==> src/rtl/mcp3008_pkg.sv <==
// ---------------------------------------------------------------------------
// mcp3008_pkg
// Shared constants and types for the MCP3008 sample receiver.
//   SAMPLE_W        : conversion result width (B9..B0)
//   FIFO_DEPTH      : number of buffered samples
//   FRAME_EDGES     : sclk rising edges in a well-formed frame
//   NULL_EDGE       : rising edge that carries the null bit
//   FIRST_DATA_EDGE : rising edge that carries B9
//   rx_state_t      : receiver FSM states
// ---------------------------------------------------------------------------
package mcp3008_pkg;

  localparam int SAMPLE_W   = 10;
  localparam int FIFO_DEPTH = 4;
  localparam int EDGE_CNT_W = 5;

  // Edge numbers are typed to the counter width so comparisons stay width-clean.
  localparam logic [EDGE_CNT_W-1:0] FRAME_EDGES     = 5'd24;
  localparam logic [EDGE_CNT_W-1:0] NULL_EDGE       = 5'd14;
  localparam logic [EDGE_CNT_W-1:0] FIRST_DATA_EDGE = 5'd15;
  localparam logic [EDGE_CNT_W-1:0] EDGE_CNT_MAX    = 5'd31;

  typedef enum logic [1:0] {
    IDLE  = 2'd0,
    SHIFT = 2'd1,
    DONE  = 2'd2
  } rx_state_t;

  // True for the edges whose miso value belongs to the sample (B9..B0).
  function automatic logic is_data_edge(input logic [EDGE_CNT_W-1:0] e);
    return (e >= FIRST_DATA_EDGE) && (e <= FRAME_EDGES);
  endfunction

endpackage

==> src/rtl/mcp3008_sample_rx_if.sv <==
// ---------------------------------------------------------------------------
// mcp3008_sample_rx_if
// Valid/ready sample stream leaving the receiver.
//   sample_data  : head sample B9..B0
//   sample_valid : a sample is available
//   sample_ready : consumer accepts the head sample
// Modports: master (receiver side), slave (consumer side).
// ---------------------------------------------------------------------------
interface mcp3008_sample_rx_if;
  import mcp3008_pkg::*;

  logic [SAMPLE_W-1:0] sample_data;
  logic                sample_valid;
  logic                sample_ready;

  modport master (output sample_data, output sample_valid, input sample_ready);
  modport slave  (input sample_data, input sample_valid, output sample_ready);

endinterface

==> src/rtl/mcp3008_sample_fifo.sv <==
// ---------------------------------------------------------------------------
// mcp3008_sample_fifo
// Synchronous FIFO with a combinational head read.
//   clk, rst_n : clock, async active-low reset
//   push/wdata : write request and data
//   pop        : read request (ignored when empty)
//   rdata      : head entry, zero while empty
//   full/empty : occupancy flags
//   drop       : push refused because full with no simultaneous pop
// A push into a full FIFO is accepted when a pop happens in the same cycle.
// ---------------------------------------------------------------------------
module mcp3008_sample_fifo #(
  parameter int WIDTH = 10,
  parameter int DEPTH = 4
) (
  input  logic             clk,
  input  logic             rst_n,
  input  logic             push,
  input  logic [WIDTH-1:0] wdata,
  input  logic             pop,
  output logic [WIDTH-1:0] rdata,
  output logic             full,
  output logic             empty,
  output logic             drop
);

  localparam int PTR_W = (DEPTH > 1) ? $clog2(DEPTH) : 1;
  localparam int CNT_W = $clog2(DEPTH + 1);

  logic [WIDTH-1:0] mem [DEPTH];
  logic [PTR_W-1:0] wr_ptr, rd_ptr;
  logic [CNT_W-1:0] count;
  logic             push_ok, pop_ok;

  assign full    = (count == CNT_W'(DEPTH));
  assign empty   = (count == '0);
  assign pop_ok  = pop && !empty;
  assign push_ok = push && (!full || pop_ok);
  assign drop    = push && full && !pop_ok;

  function automatic logic [PTR_W-1:0] ptr_inc(input logic [PTR_W-1:0] p);
    return (p == PTR_W'(DEPTH - 1)) ? '0 : p + 1'b1;
  endfunction

  // NOTE: the storage array has no reset; only pointers and count do. The head
  // output is masked to zero while empty, so stale contents are never visible.
  always_ff @(posedge clk) begin
    if (push_ok) mem[wr_ptr] <= wdata;
  end

  assign rdata = empty ? '0 : mem[rd_ptr];

  always_ff @(posedge clk or negedge rst_n) begin
    if (!rst_n) begin
      wr_ptr <= '0;
      rd_ptr <= '0;
      count  <= '0;
    end else begin
      if (push_ok) wr_ptr <= ptr_inc(wr_ptr);
      if (pop_ok)  rd_ptr <= ptr_inc(rd_ptr);
      case ({push_ok, pop_ok})
        2'b10:   count <= count + 1'b1;
        2'b01:   count <= count - 1'b1;
        default: count <= count;
      endcase
    end
  end

endmodule

==> src/rtl/mcp3008_sample_rx.sv <==
// ---------------------------------------------------------------------------
// mcp3008_sample_rx
// Passive receiver for MCP3008 conversion frames. Watches the SPI lines the
// host drives, extracts B9..B0 from rising sclk edges 15..24 of each frame and
// buffers samples in a 4-entry FIFO.
//   clk, rst_n   : system clock, async active-low reset
//   sclk_in      : SPI clock (async)
//   cs_n_in      : SPI chip select, active low (async)
//   miso_in      : MCP3008 DOUT (async)
//   smp          : sample stream (master modport)
//   frame_err    : one-cycle pulse for a malformed frame
//   overflow     : sticky, a valid sample was dropped on a full FIFO
//   overflow_clr : synchronous clear of overflow (a same-cycle drop wins)
// Build option: define MCP3008_RX_NULL_CHECK_EN to reject frames whose null
// bit (edge 14) is 1.
// ---------------------------------------------------------------------------
module mcp3008_sample_rx
  import mcp3008_pkg::*;
(
  input  logic                clk,
  input  logic                rst_n,
  input  logic                sclk_in,
  input  logic                cs_n_in,
  input  logic                miso_in,
  mcp3008_sample_rx_if.master smp,
  output logic                frame_err,
  output logic                overflow,
  input  logic                overflow_clr
);

  // Synchronizers and edge detection.
  logic [1:0] sclk_sync, cs_sync, miso_sync;
  logic       sclk_q, cs_q;
  logic [1:0] settle;
  logic       armed;
  logic       sclk_s, cs_s, miso_s;
  logic       sclk_rise, cs_fall, cs_rise;

  assign sclk_s = sclk_sync[1];
  assign cs_s   = cs_sync[1];
  assign miso_s = miso_sync[1];

  assign sclk_rise = !sclk_q && sclk_s;
  assign cs_fall   = cs_q && !cs_s;
  assign cs_rise   = !cs_q && cs_s;

  // NOTE: sequential state uses non-blocking assignments only, so every flop
  // samples the pre-edge value of its neighbours (essential in a shift chain).
  always_ff @(posedge clk or negedge rst_n) begin
    if (!rst_n) begin
      sclk_sync <= 2'b11;
      cs_sync   <= 2'b11;
      miso_sync <= 2'b00;
      sclk_q    <= 1'b1;
      cs_q      <= 1'b1;
      settle    <= 2'b00;
      armed     <= 1'b0;
    end else begin
      sclk_sync <= {sclk_sync[0], sclk_in};
      cs_sync   <= {cs_sync[0], cs_n_in};
      miso_sync <= {miso_sync[0], miso_in};
      sclk_q    <= sclk_s;
      cs_q      <= cs_s;
      settle    <= {settle[0], 1'b1};
      // The synchronizers come out of reset reading cs_n high. If reset was
      // released mid-frame that would fake a falling edge, so capture is only
      // armed once the real pin has been seen deasserted.
      if (settle[1] && cs_s) armed <= 1'b1;
    end
  end

  // Frame capture FSM.
  rx_state_t                 state;
  logic [EDGE_CNT_W-1:0]     edge_cnt, edge_nxt;
  logic [SAMPLE_W-1:0]       shift_reg;
  logic                      push_q;
  logic                      frame_ok;
`ifdef MCP3008_RX_NULL_CHECK_EN
  logic                      null_bit;
`endif

  assign edge_nxt = (edge_cnt == EDGE_CNT_MAX) ? edge_cnt : edge_cnt + 1'b1;

`ifdef MCP3008_RX_NULL_CHECK_EN
  assign frame_ok = (edge_cnt == FRAME_EDGES) && !null_bit;
`else
  assign frame_ok = (edge_cnt == FRAME_EDGES);
`endif

  // The verdict is taken on the cs_n rise so the push and frame_err pulse
  // land in the DONE cycle; the FIFO then shows the sample one cycle later.
  always_ff @(posedge clk or negedge rst_n) begin
    if (!rst_n) begin
      state     <= IDLE;
      edge_cnt  <= '0;
      shift_reg <= '0;
      push_q    <= 1'b0;
      frame_err <= 1'b0;
`ifdef MCP3008_RX_NULL_CHECK_EN
      null_bit  <= 1'b0;
`endif
    end else begin
      push_q    <= 1'b0;
      frame_err <= 1'b0;
      case (state)
        IDLE: begin
          if (cs_fall && armed) begin
            state     <= SHIFT;
            edge_cnt  <= '0;
            shift_reg <= '0;
`ifdef MCP3008_RX_NULL_CHECK_EN
            null_bit  <= 1'b0;
`endif
          end
        end
        SHIFT: begin
          if (cs_rise) begin
            state     <= DONE;
            push_q    <= frame_ok;
            frame_err <= !frame_ok;
          end else if (sclk_rise) begin
            edge_cnt <= edge_nxt;
`ifdef MCP3008_RX_NULL_CHECK_EN
            if (edge_nxt == NULL_EDGE) null_bit <= miso_s;
`endif
            if (is_data_edge(edge_nxt)) shift_reg <= {shift_reg[SAMPLE_W-2:0], miso_s};
          end
        end
        DONE:    state <= IDLE;
        default: state <= IDLE;
      endcase
    end
  end

  // Sample buffer.
  logic fifo_full, fifo_empty, fifo_drop, fifo_pop;

  assign fifo_pop = smp.sample_valid && smp.sample_ready;

  mcp3008_sample_fifo #(
    .WIDTH (SAMPLE_W),
    .DEPTH (FIFO_DEPTH)
  ) u_fifo (
    .clk   (clk),
    .rst_n (rst_n),
    .push  (push_q),
    .wdata (shift_reg),
    .pop   (fifo_pop),
    .rdata (smp.sample_data),
    .full  (fifo_full),
    .empty (fifo_empty),
    .drop  (fifo_drop)
  );

  assign smp.sample_valid = !fifo_empty;

  always_ff @(posedge clk or negedge rst_n) begin
    if (!rst_n) begin
      overflow <= 1'b0;
    end else if (fifo_drop) begin
      overflow <= 1'b1;
    end else if (overflow_clr) begin
      overflow <= 1'b0;
    end
  end

endmodule

==> src/flat_wrapper.sv <==
// flat-port wrapper written by rule: the top's interface ports become plain ports
module mcp3008_sample_rx_flat import mcp3008_pkg::*;
  (clk, rst_n, sclk_in, cs_n_in, miso_in, frame_err, overflow, overflow_clr, smp_sample_data, smp_sample_valid, smp_sample_ready);
  mcp3008_sample_rx_if smp_i ();
  input  logic clk;
  input  logic rst_n;
  input  logic sclk_in;
  input  logic cs_n_in;
  input  logic miso_in;
  output logic frame_err;
  output logic overflow;
  input  logic overflow_clr;
  output wire logic [$bits(smp_i.sample_data)-1:0] smp_sample_data;
  output wire logic [$bits(smp_i.sample_valid)-1:0] smp_sample_valid;
  input wire logic [$bits(smp_i.sample_ready)-1:0] smp_sample_ready;
  assign smp_sample_data = smp_i.sample_data;
  assign smp_sample_valid = smp_i.sample_valid;
  assign smp_i.sample_ready = smp_sample_ready;
  mcp3008_sample_rx u_core (.clk(clk), .rst_n(rst_n), .sclk_in(sclk_in), .cs_n_in(cs_n_in), .miso_in(miso_in), .smp(smp_i), .frame_err(frame_err), .overflow(overflow), .overflow_clr(overflow_clr));
endmodule
==> config.mk <==
export PLATFORM = sky130hd
export DESIGN_NAME = mcp3008_sample_rx_flat
export DESIGN_NICKNAME = d
export VERILOG_FILES = /design/src/rtl/mcp3008_pkg.sv /design/src/rtl/mcp3008_sample_rx_if.sv /design/src/rtl/mcp3008_sample_fifo.sv /design/src/rtl/mcp3008_sample_rx.sv /design/src/flat_wrapper.sv
export SDC_FILE = /design/constraint.sdc
export NUM_CORES = 1
export LEC_CHECK = 0
export CAP_MARGIN = 25
export CORE_MARGIN = 3
export CORE_UTILIZATION = 53
export DETAILED_ROUTE_END_ITERATION = 10
export PLACE_DENSITY = 0.72
export RECOVER_POWER = 50
export SETUP_SLACK_MARGIN = 0.4
export SLEW_MARGIN = 20
export SYNTH_ARGS = -nofsm -noshare
export SYNTH_HDL_FRONTEND = slang
export SYNTH_SLANG_ARGS = --single-unit
export TNS_END_PERCENT = 30
==> constraint.sdc <==
create_clock -name clk -period 2.4 [get_ports clk]
set_clock_uncertainty 0.15 [all_clocks]
set_input_delay 0.24 -clock clk [delete_from_list [all_inputs] [get_ports clk]]
set_output_delay 0.24 -clock clk [all_outputs]
set_load 0.03 [all_outputs]
== Word-level counts from Yosys, hierarchy flattened ==
Memory sizes are Yosys's and may differ from the RTL's.
Cells that the tools add are included.

* $add $sub $neg: 5
* $lt $le $gt $ge: 2
* Eq/ne operators: 13
* Muxes and demuxes: 25
* Reduce and logical (&&, ||, !) cells: 27

{| class="wikitable"
|+ Operator list
! cell !! number
|-
| $mux W10 || 5
|-
| $mux W5 || 4
|-
| $pmux W10 S2 || 1
|-
| $logic_and A1 B1 Y1 || 11
|-
| $eq A5 B5 Y1 const B || 2
|-
| $pmux W5 S2 || 1
|-
| $mux W1 || 8
|-
| $mux W2 || 4
|-
| $ne A2 B1 Y1 const B || 4
|-
| $logic_not A1 Y1 || 7
|-
| $eq A2 B2 Y1 const B || 3
|-
| $pmux W3 S2 || 1
|-
| $reduce_bool A2 Y1 || 3
|-
| $add A5 B1 Y5 const B || 1
|-
| $ge A5 B4 Y1 const B || 1
|-
| $le A5 B5 Y1 const B || 1
|-
| $reduce_and A5 Y1 || 1
|-
| $add A2 B1 Y2 const B || 2
|-
| $eq A2 B1 Y1 const B || 2
|-
| $pmux W2 S2 || 1
|-
| $reduce_and A4 Y1 || 1
|-
| $add A3 B1 Y3 const B || 1
|-
| $eq A3 B3 Y1 const B || 1
|-
| $logic_not A3 Y1 || 1
|-
| 5 further kinds || 5
|}

* Register bits after elaboration: 38
* Bits in writable memories: 40
* Bits of input ports: 7
* Output and inout port bits: 13
* Logic and storage cells: 89
* Memories kept: 1

{| class="wikitable"
|+ Memory list
! memory !! depth !! bits a word !! rd ports !! clocked after Yosys merged registers in !! write ports !! RTL line !! RTL
|-
| u_core.u_fifo.mem || 4 || 10 || 1 || 0 || 1 || mcp3008_sample_fifo.sv:30 || <nowiki>logic [WIDTH-1:0] mem [DEPTH];</nowiki>
|}

== Depth between registers and ports, before layout ==
Gate-level depths: netlist of the first run.

* Word-level depth: 8
* Mapped depth: 9
* Depth with buffers taken out: 9

== Cells and area by module ==
A second synthesis of the first run with hierarchy kept.

* Cells, all modules: 214
* Area, all modules: 3284.4 um^2

{| class="wikitable"
|+ By module, submodules not included
! module !! times used !! cells an instance !! area each (um^2) !! seq. area each (um^2)
|-
| mcp3008_sample_fifo || 1 || 105 || 1975.6 || 1376.3
|-
| mcp3008_sample_rx || 1 || 109 || 1308.8 || 783.3
|}

== Worst setup path after synthesis of the first run ==
No wires, ideal clock.

* Path type: flip-flop to flip-flop
* Start point: register u_core.u_fifo.count[1]
* End point: register u_core.u_fifo.count[2]
* Library setup time: 79 ps
* Arrival: 1998 ps
* Required time: 2171 ps
* Slack: 173 ps
* Cell stages (with the launch flop): 10
* Buffers on the path: 0
* Period minus slack after synthesis: 2227 ps
* Path through: dfrtp_1 > nor4b_1 > nor2b_1 > inv_1 > ha_1 > inv_1 > fa_1 > xor2_1 > nor2_1 > xor2_1

* Longest elaborated chain between the ends: 8
* Elaborated cells on any way between the ends: 14
* Classes of those cells: add/sub: 2; eq/ne: 3; mux: 1; reduce/logical: 8

{| class="wikitable"
|+ RTL lines
! element !! RTL line !! RTL
|-
| start, declared || mcp3008_sample_fifo.sv:32 || <nowiki>logic [CNT_W-1:0] count;</nowiki>
|-
| start signal, assigned || mcp3008_sample_fifo.sv:62 || <nowiki>2'b10: count <= count + 1'b1;</nowiki>
|-
| start signal, assigned || mcp3008_sample_fifo.sv:63 || <nowiki>2'b01: count <= count - 1'b1;</nowiki>
|-
| start signal, assigned || mcp3008_sample_fifo.sv:64 || <nowiki>default: count <= count;</nowiki>
|-
| $logic_not A3 Y1 || mcp3008_sample_fifo.sv:36 || <nowiki>assign empty = (count == '0);</nowiki>
|-
| $logic_not A1 Y1 || mcp3008_sample_fifo.sv:37, mcp3008_sample_rx.sv:155 ||
|-
| $logic_and A1 B1 Y1 || mcp3008_sample_rx.sv:138 || <nowiki>assign fifo_pop = smp.sample_valid && smp.sample_ready;</nowiki>
|-
| $logic_and A1 B1 Y1 || mcp3008_sample_fifo.sv:37 || <nowiki>assign pop_ok = pop && !empty;</nowiki>
|-
| $logic_or A1 B1 Y1 || mcp3008_sample_fifo.sv:38 || <nowiki>assign push_ok = push && (!full || pop_ok);</nowiki>
|-
| $logic_and A1 B1 Y1 || mcp3008_sample_fifo.sv:38 ||
|-
| $eq A2 B1 Y1 / $eq A2 B2 Y1 (equally long branches) || mcp3008_sample_fifo.sv:61 || <nowiki>case ({push_ok, pop_ok})</nowiki>
|-
| $pmux W3 S2 / $reduce_bool A2 Y1 (equally long branches) || -- ||
|}

Several ways; a longest one is shown, not always the timed one.
A chain may end at the register's enable or synchronous reset.

== Final worst setup path of the first run ==
* Start point: register u_core.u_fifo.rd_ptr[0]
* End point: output port smp_sample_data[0]

* Longest elaborated chain between the ends: 2

{| class="wikitable"
|+ RTL lines
! element !! RTL line !! RTL
|-
| start, declared || mcp3008_sample_fifo.sv:31 || <nowiki>logic [PTR_W-1:0] wr_ptr, rd_ptr;</nowiki>
|-
| start signal, assigned || mcp3008_sample_fifo.sv:60 || <nowiki>if (pop_ok) rd_ptr <= ptr_inc(rd_ptr);</nowiki>
|-
| $mem_v2 Z4 W10 || -- ||
|-
| $mux W10 || mcp3008_sample_fifo.sv:51 || <nowiki>assign rdata = empty ? '0 : mem[rd_ptr];</nowiki>
|-
| end, declared || flat_wrapper.sv:13 || <nowiki>output wire logic [$bits(smp_i.sample_data)-1:0] smp_sample_data;</nowiki>
|}

Every way passes these cells.

==> metrics.txt, run 1 <==
status complete, no violations; # rows 28; routed vias 1878; WL/cell 15.5 um; setup violators final 0; pwr dens 656 nW/um^2; synth-to-layout area growth 22.5%; Final Max Slew Viols 0; hold_sp u_core.miso_sync[0]; Max FO, Critical Path 6; fraction of registers with async set/reset 0.487; Worst Max-Slew Pin Slew 961 ps; Die X 85.0 um; post-route cell area 4050 um^2; worst min-delay path class register to register; final RePlAce weighted congestion 0.807; vias in the first global route 1877; largest net degree at the start of global routing 39; crit path time final 2110 ps; placed insts 320; Core Box Area 5990 um^2; length in cells of the worst reg-to-reg path 7; post-synthesis sequential area ratio 0.653; RSZ-0062 raised after global routing yes; clk_lat worst skew 340 ps; Max Cap Violations 0; hold path depth 0; Leak Pwr 1.63 nW; netlist area before placement 3310 um^2; Clock Tree Buf Depth 2; initial core utilization 0.552; chip height 85.0 um; fin crit share 0.878; CTS tree built; Combinational Power Share 0.083; worst min-delay path endpoint u_core.miso_sync[1]; commonest non-fill, non-tap cell in the layout edfxtp_1; sequential share of power 0.572; grt ovf 0; ANT cells 0; CTS H-tree depth 3; Final Hold Vio Count 0; DRC viols 0; Req. time, crit path 2010 ps; DR pass1 iterations 4; library cells used by synthesis 46; Synth Instances 228; commonest non-fill, non-tap cells in the layout edfxtp_1 (40), dfrtp_1 (26), inv_1 (20); average via count per standard cell 5.35; Root Driver clkbuf_8; Ys Warns 0; Clk pwr share 0.345; CTS sink cnt 78; CP Data Arrival Time 1720 ps; Worst Setup End Kind output pin; Setup CP Type register to output pin; Mapped Avg Cell Area 14.5 um^2; #FFs+latches synth 78; VDD IR max 400 uV; Internal 2.04 mW; Critical R2R Capture u_core.u_fifo.count[1]; main flop type after synthesis edfxtp_1; first-pass GRT wire length 8930 um; syn_nets 244; GRT Total Usage 0.162; dpl hpwl 3320 um; Non-Filler Instances 351; max FFs per register 40; worst r2r src u_core.u_fifo.count[1]; critical path startpoint u_core.u_fifo.rd_ptr[0]; IO buf count 19; DRT Wirelength 5460 um; Startpoint Class register; headroom to the max-slew limit 0.360; Die Area 7230 um^2; EDFF count, synth 40; Net Sw Frac 0.233; dpl cell area 3590 um^2; Net count, final 287; CTS buffer count 9; post-route ant nets 0; initial antenna violation count 0; layout cells sized above 1 0.351; total net switching power 0.618 mW; Ports 20; Max Clk Rate 0.475 GHz; starting DRC count in detailed routing 73; clk slew on worst S/H paths 70 ps; flop2flop setup slack 360 ps
==> through the flow <==
| step | hold slack (ps) | setup TNS [ps] | setup slack [ps] | utilization | total power, mW |
|---|---|---|---|---|---|
| finish | 205 | 0 | 293 | 0.676 | 2.66 |
| global route | 219 | 0 | 226 | 0.676 | 2.78 |
| CTS | 142 | 0 | 284 | 0.654 | 2.63 |
| detailed placement | 186 | -13.8 | -13.8 | 0.600 | 1.71 |
| global placement | 181 | 0 | 19.7 | 0.600 | 1.71 |
| floorplan | -206 | 0 | 363 | - | 1.66 |
==> worst max path at each step <==
stage	endpoint	slack [ps]	depth (start not counted)
2_1_floorplan	u_core.u_fifo.count[2]	360	9
3_3_place_gp	u_core.u_fifo.count[2]	20	10
3_5_place_dp	u_core.u_fifo.count[2]	-10	10
4_1_cts	smp_sample_data[0]	280	5
5_1_grt	u_core.u_fifo.count[2]	230	9
6_report	smp_sample_data[0]	290	5
==> kinds of logic (layout without fill, tap and decap cells) <==
| group | count (synthesis) | in the layout | synth area share |
|---|---|---|---|
| flops | 78 | 78 | 0.653 |
| simple gates | 58 | 58 | 0.0968 |
| buf+inv | 31 | 79 | 0.0458 |
| compound gates | 25 | 25 | 0.0514 |
| mux | 23 | 23 | 0.108 |
| fa+ha+maj | 9 | 9 | 0.0363 |
| xor+xnor | 3 | 3 | 0.00794 |
| other cells | 1 | 1 | 0.00113 |
==> per-layer routing <==
metal	track usage	wire [um]
met3	0.0379	176
met2	0.273	2820
met4	0.0734	107
met5	0	0
met1	0.200	2350
==> layout make-up <==
type / instances / area (um^2)
clock buffers: 10 / 128
clock inverters: 6 / 62.6
fillers: 432 / 1940
inverters: 23 / 88.8
multi-input cells: 119 / 1110
flip-flops and latches: 78 / 2170
well taps: 75 / 93.8
repair buffers: 40 / 404
==> worst max-delay path, stage by stage (launching register included) <==
cell     delay [ps]
dfrtp_2         380
buf_6           100
buf_12          120
mux4_2          500
and2_4          150
buf_6           130
==> Yosys cell counts, types with 2 or more instances <==
master	instances	area, um^2
a21o_1	3	22.5
a21oi_1	5	25.0
a31oi_1	2	12.5
a41oi_1	2	17.5
and2_1	14	87.6
buf_2	2	10.0
buf_6	3	33.8
clkbuf_1	2	7.51
dfrtp_1	32	801
dfstp_2	6	158
edfxtp_1	40	1200
ha_1	8	100
inv_1	23	86.3
mux2i_1	12	120
mux4_2	10	225
nand2_1	20	75.1
nand2b_1	2	12.5
nand3_1	3	15.0
nor2_1	5	18.8
o21ai_0	6	30.0
or3_1	2	12.5
xor2_1	2	17.5
==> power by group through the flow <==
stage | clock [mW] | sequential (mW) | combinational [mW]
global route | 1.00 | 1.53 | 0.249
finish | 0.918 | 1.52 | 0.220
floorplan | 0 | 1.52 | 0.136
CTS | 0.943 | 1.51 | 0.176
detailed placement | 0 | 1.54 | 0.174
global placement | 0 | 1.53 | 0.171
==> repair_timing <==
action                                  4_1_cts  5_1_grt
setup buffers                                 4        8
hold buffers                                  1        0
pin swaps                                    10        7
cloned                                        1        1
endpoints found under the hold margin        32        0
endpoints found under the setup margin       23       23
resized for setup                            92       19
Power figures use the tool's default switching activity.
==> run 2, diff against run 1 <==
--- a/config.mk
+++ b/config.mk
@@ -11,7 +11,6 @@
 export DETAILED_ROUTE_END_ITERATION = 10
 export PLACE_DENSITY = 0.72
 export RECOVER_POWER = 50
-export SETUP_SLACK_MARGIN = 0.4
 export SLEW_MARGIN = 20
 export SYNTH_ARGS = -nofsm -noshare
 export SYNTH_HDL_FRONTEND = slang
==> metrics.txt, run 2 (synthesis results as in run 1) <==
CTS tree built; Leak Pwr 1.58 nW; Tot Pwr 2.56 mW; Setup CP Type register to output pin; Critical R2R Capture u_core.u_fifo.count[2]; Startpoint Class register; Root Driver clkbuf_8; slowest stage cell on the critical path mux4_2; clk slew on worst S/H paths 80 ps; Clock Tree Buf Depth 2; met3 Use GR 0.0262; commonest non-fill, non-tap cell in the layout edfxtp_1; dpl cell area 3590 um^2; # fillers 471; crit path to smp_sample_data[2]; initial core utilization 0.552; flop2flop setup slack 210 ps; Net count, final 274; post-route cell area 3780 um^2; pwr dens 678 nW/um^2; critical path startpoint u_core.u_fifo.rd_ptr[0]; postcts setup bufs 0; clk_lat worst skew 340 ps; first-pass GRT wire length 8400 um; Max FO, Critical Path 13; WL/cell 14.5 um; dpl hpwl 3290 um; CP Data Arrival Time 1900 ps; setup violators final 0; worst min-delay path class register to register; CTS H-tree depth 3; worst r2r src u_core.u_fifo.count[1]; DRC viols 0; Max Cap Violations 0; layout cells sized above 1 0.171; routed vias 1772; fin crit share 0.956; chip height 85.0 um; post-route ant nets 0; DRT Wirelength 4910 um; status complete, no violations; Worst Setup End Kind output pin; commonest non-fill, non-tap cells in the layout edfxtp_1 (40), dfrtp_1 (31), inv_1 (23); final RePlAce weighted congestion 0.815; GRT busiest layer met2; final design utilization 0.631; synth-to-layout area growth 14.2%; Worst Max-Slew Pin Slew 910 ps; Non-Filler Instances 338; crit path time final 2290 ps; RSZ-0062 raised after global routing no; GRT Total Usage 0.153; starting DRC count in detailed routing 67; max FFs per register 40; # rows 28; vias in the first global route 1780; Die X 85.0 um; GRT met2 Usage 0.246; initial antenna violation count 0; DR pass1 iterations 4; CP cell instances buf_12, mux4_2, and2_1, dlygate4sd2_1; Final Hold Vio Count 0; VDD IR max 430 uV; CP peak stage delay 510 ps; Ports 20; CTS buffer count 9; hold_sp u_core.miso_sync[0]; Req. time, crit path 2010 ps; Final Max Slew Viols 0; Core Box Area 5990 um^2; ANT cells 0; length in cells of the worst reg-to-reg path 9; Max Clk Rate 0.436 GHz; placed insts 321; Die Area 7230 um^2; grt ovf 0; average via count per standard cell 5.24; IO buf count 19; CTS sink cnt 78; Hold WS 202 ps; GRT met1 Usage 0.195; headroom to the max-slew limit 0.393; largest net degree at the start of global routing 39
## run 2: cell types whose count changed in the layout (fill, tap and decap cells not counted), moves of 3 or more
cell / previous run / this run
inv_1: 20 / 23
ha_1: 5 / 8
and2_1: 4 / 14
ha_4: 3 / 0
dfrtp_1: 26 / 31
dlygate4sd2_1: 0 / 10
buf_4: 13 / 6
and2_4: 11 / 1
dfrtp_2: 6 / 1
buf_6: 14 / 0
## run 2: repair_timing
| action | in CTS | in global routing |
|---|---|---|
| gates cloned | 0 | 0 |
| endpoints found under the hold margin | 32 | 0 |
| pin swaps | 0 | 0 |
| gates resized for setup | 11 | 2 |
| hold buffers | 1 | 0 |
| setup endpoints to repair | 10 | 1 |
## run 2: worst max-delay path, delay by kind of cell (launching register included)
family / cells / cell delay, ps
and+or+nand+nor: 1 / 160
DFF: 1 / 380
muxes: 1 / 510
buffers and inverters: 2 / 500
## run 2: layout make-up
type / count / area, um^2 / share of cell area
Timing Repair Buffer: 27 / 250 / 0.0662
Clock inverter: 7 / 58.8 / 0.0156
Multi-Input combinational cell: 119 / 1000 / 0.266
Tap cell: 75 / 93.8 / 0.0248
Clock buffer: 9 / 124 / 0.0328
Sequential cell: 78 / 2160 / 0.572
Inverter: 23 / 86.3 / 0.0229
## run 2: metal layers
layer  vias up  share of wire  wire (um)
li1        866              -          -
met1       869           0.46       2250
met2        28           0.49       2430
met3         9          0.029        143
met4         0          0.019         93
met5         -              0          0
## run 2: report_power, final
part           leakage [nW]  switching (mW)  total (mW)  internal, mW
registers             0.851          0.0508        1.51          1.46
logic                 0.645           0.101       0.173        0.0721
clock network        0.0864           0.493       0.880         0.387
## run 2: worst min-delay path by stage
stage	slack [ps]	to	cells after the start
after global placement	180	u_core.settle[1]	0
after CTS	140	u_core.sclk_sync[0]	1
after global routing	210	u_core.settle[1]	0
final	200	u_core.miso_sync[1]	0
after detailed placement	180	u_core.miso_sync[1]	0
after floorplan	-210	u_core.armed	0
## run 2: metrics by stage
stage / TNS (ps) / setup slack (ps)
2_1_floorplan: 0 / 173
3_3_place_gp: -54.7 / -54.7
3_5_place_dp: -125 / -125
4_1_cts: 0 / 44.2
5_1_grt: 0 / 17.2
6_report: 0 / 106
==> run 3, diff against run 2 <==
--- a/config.mk
+++ b/config.mk
@@ -9,7 +9,7 @@
 export CORE_MARGIN = 3
 export CORE_UTILIZATION = 53
 export DETAILED_ROUTE_END_ITERATION = 10
-export PLACE_DENSITY = 0.72
+export PLACE_DENSITY = 0.76
 export RECOVER_POWER = 50
 export SLEW_MARGIN = 20
 export SYNTH_ARGS = -nofsm -noshare
==> metrics.txt, run 3 (synthesis results as in run 1) <==
status complete, no violations; # rows 28; chip height 85.0 um; total net switching power 0.623 mW; WL/cell 15.4 um; Worst Setup End Kind output pin; pwr dens 693 nW/um^2; Leak Pwr 1.60 nW; Non-Filler Instances 338; area of the multi-input gates 1010 um^2; routed vias 1831; IO buf count 19; post-route ant nets 0; DRT Wirelength 5210 um; CP Data Arrival Time 1900 ps; Place WS -170 ps; setup violators final 0; Net Sw Frac 0.236; placed insts 321; synth-to-layout area growth 14.9%; Core Box Area 5990 um^2; Setup WS post-layout 107 ps; starting DRC count in detailed routing 89; grt ovf 0; Final Hold Vio Count 0; Clk pwr share 0.363; commonest non-fill, non-tap cell in the layout edfxtp_1; worst min-delay path class register to register; RSZ-0062 raised after global routing no; Internal 2.01 mW; Startpoint Class register; clk_lat worst skew 340 ps; Net count, final 274; DR pass1 iterations 4; # fillers 458; first-pass GRT wire length 8880 um; vias in the first global route 1847; CTS sink cnt 78; layout cells sized above 1 0.171; Setup CP Type register to output pin; largest net degree at the start of global routing 39; Combinational Power Share 0.065; CTS buffer count 9; Worst Max-Slew Pin Slew 938 ps; Req. time, crit path 2010 ps; initial antenna violation count 0; ANT cells 0; DRC viols 0; Final Max Slew Viols 0; fin crit share 0.955; CTS tree built; Root Driver clkbuf_8; VDD IR max 456 uV; Max Clk Rate 0.436 GHz; crit path time final 2290 ps; average via count per standard cell 5.42; initial core utilization 0.552; Die X 85.0 um; GRT Total Usage 0.161; CTS H-tree depth 3; Ports 20; Die Area 7230 um^2; Max Cap Violations 0; setup TNS 0 ps; Clock Tree Buf Depth 2; sequential share of power 0.572; dpl hpwl 3400 um; commonest non-fill, non-tap cells in the layout edfxtp_1 (40), dfrtp_1 (31), inv_1 (23); sequential cell area 2160 um^2; max FFs per register 40; Max FO, Critical Path 13; clk slew on worst S/H paths 80 ps; final RePlAce weighted congestion 0.773; headroom to the max-slew limit 0.375; Tot Pwr 2.64 mW
## run 3: cell count changes in the layout (fill, tap and decap cells not counted), sizes merged
cell | before | now
clkinvlp | 2 | 1
bufinv | 0 | 1
inv | 25 | 24
clkinv | 3 | 4
## run 3: routing by layer
| metal | up-vias | global-route usage | share of wire |
|---|---|---|---|
| li1 | 868 | - | - |
| met1 | 917 | 0.205 | 0.44 |
| met2 | 33 | 0.254 | 0.50 |
| met3 | 13 | 0.0485 | 0.032 |
| met4 | 0 | 0.0777 | 0.022 |
| met5 | - | 0 | 0 |
## run 3: power by group through the flow
stage,logic (mW),registers [mW],clock network [mW]
after global placement,0.170,1.53,0
after floorplan,0.136,1.52,0
after global routing,0.195,1.52,1.04
after detailed placement,0.173,1.54,0
final,0.172,1.51,0.957
after CTS,0.175,1.51,0.985
## run 3: worst max-delay path: stages (launching register included)
cell and delay [ps]:
dfrtp_1 380, buf_12 160, mux4_2 500, and2_1 170, dlygate4sd2_1 350
## run 3: worst paths after layout
kind | end | cells after the start | from | slack (ps)
worst max-delay path | smp_sample_data[2] | 4 | u_core.u_fifo.rd_ptr[0] | 110
worst min-delay path | u_core.settle[1] | 0 | u_core.settle[0] | 200
worst max register to register | u_core.u_fifo.count[2] | 9 | u_core.u_fifo.count[0] | 180
worst min register to register | u_core.settle[1] | 0 | u_core.settle[0] | 200
max in group asynchronous | u_core.u_fifo.rd_ptr[1] | 2 | rst_n | 1050
min in group asynchronous | u_core.miso_sync[1] | 2 | rst_n | 420
## run 3: timing repair
item / in CTS / in global routing
buffers inserted: 0 / 0
setup endpoints to repair: 11 / 2
resized for setup: 12 / 2
pin swaps: 0 / 0
hold endpoints to repair: 32 / 0
hold buffers: 1 / 0
## run 3: area by class of cell
cell class	instances	area share
flip-flops and latches	78	0.568
multi-input cells	119	0.266
repair buffers	27	0.0658
clock buffers	9	0.0326
well taps	75	0.0247
inverters	23	0.0227
clock inverters	7	0.0194
## run 3: per-stage QoR
stage	hold slack (ps)	instance area (um^2)	util
6_report	202	3800	0.635
5_1_grt	213	3800	0.635
4_1_cts	143	3790	0.633
3_5_place_dp	185	3590	0.599
3_3_place_gp	183	3590	0.599
2_1_floorplan	-206	3310	-
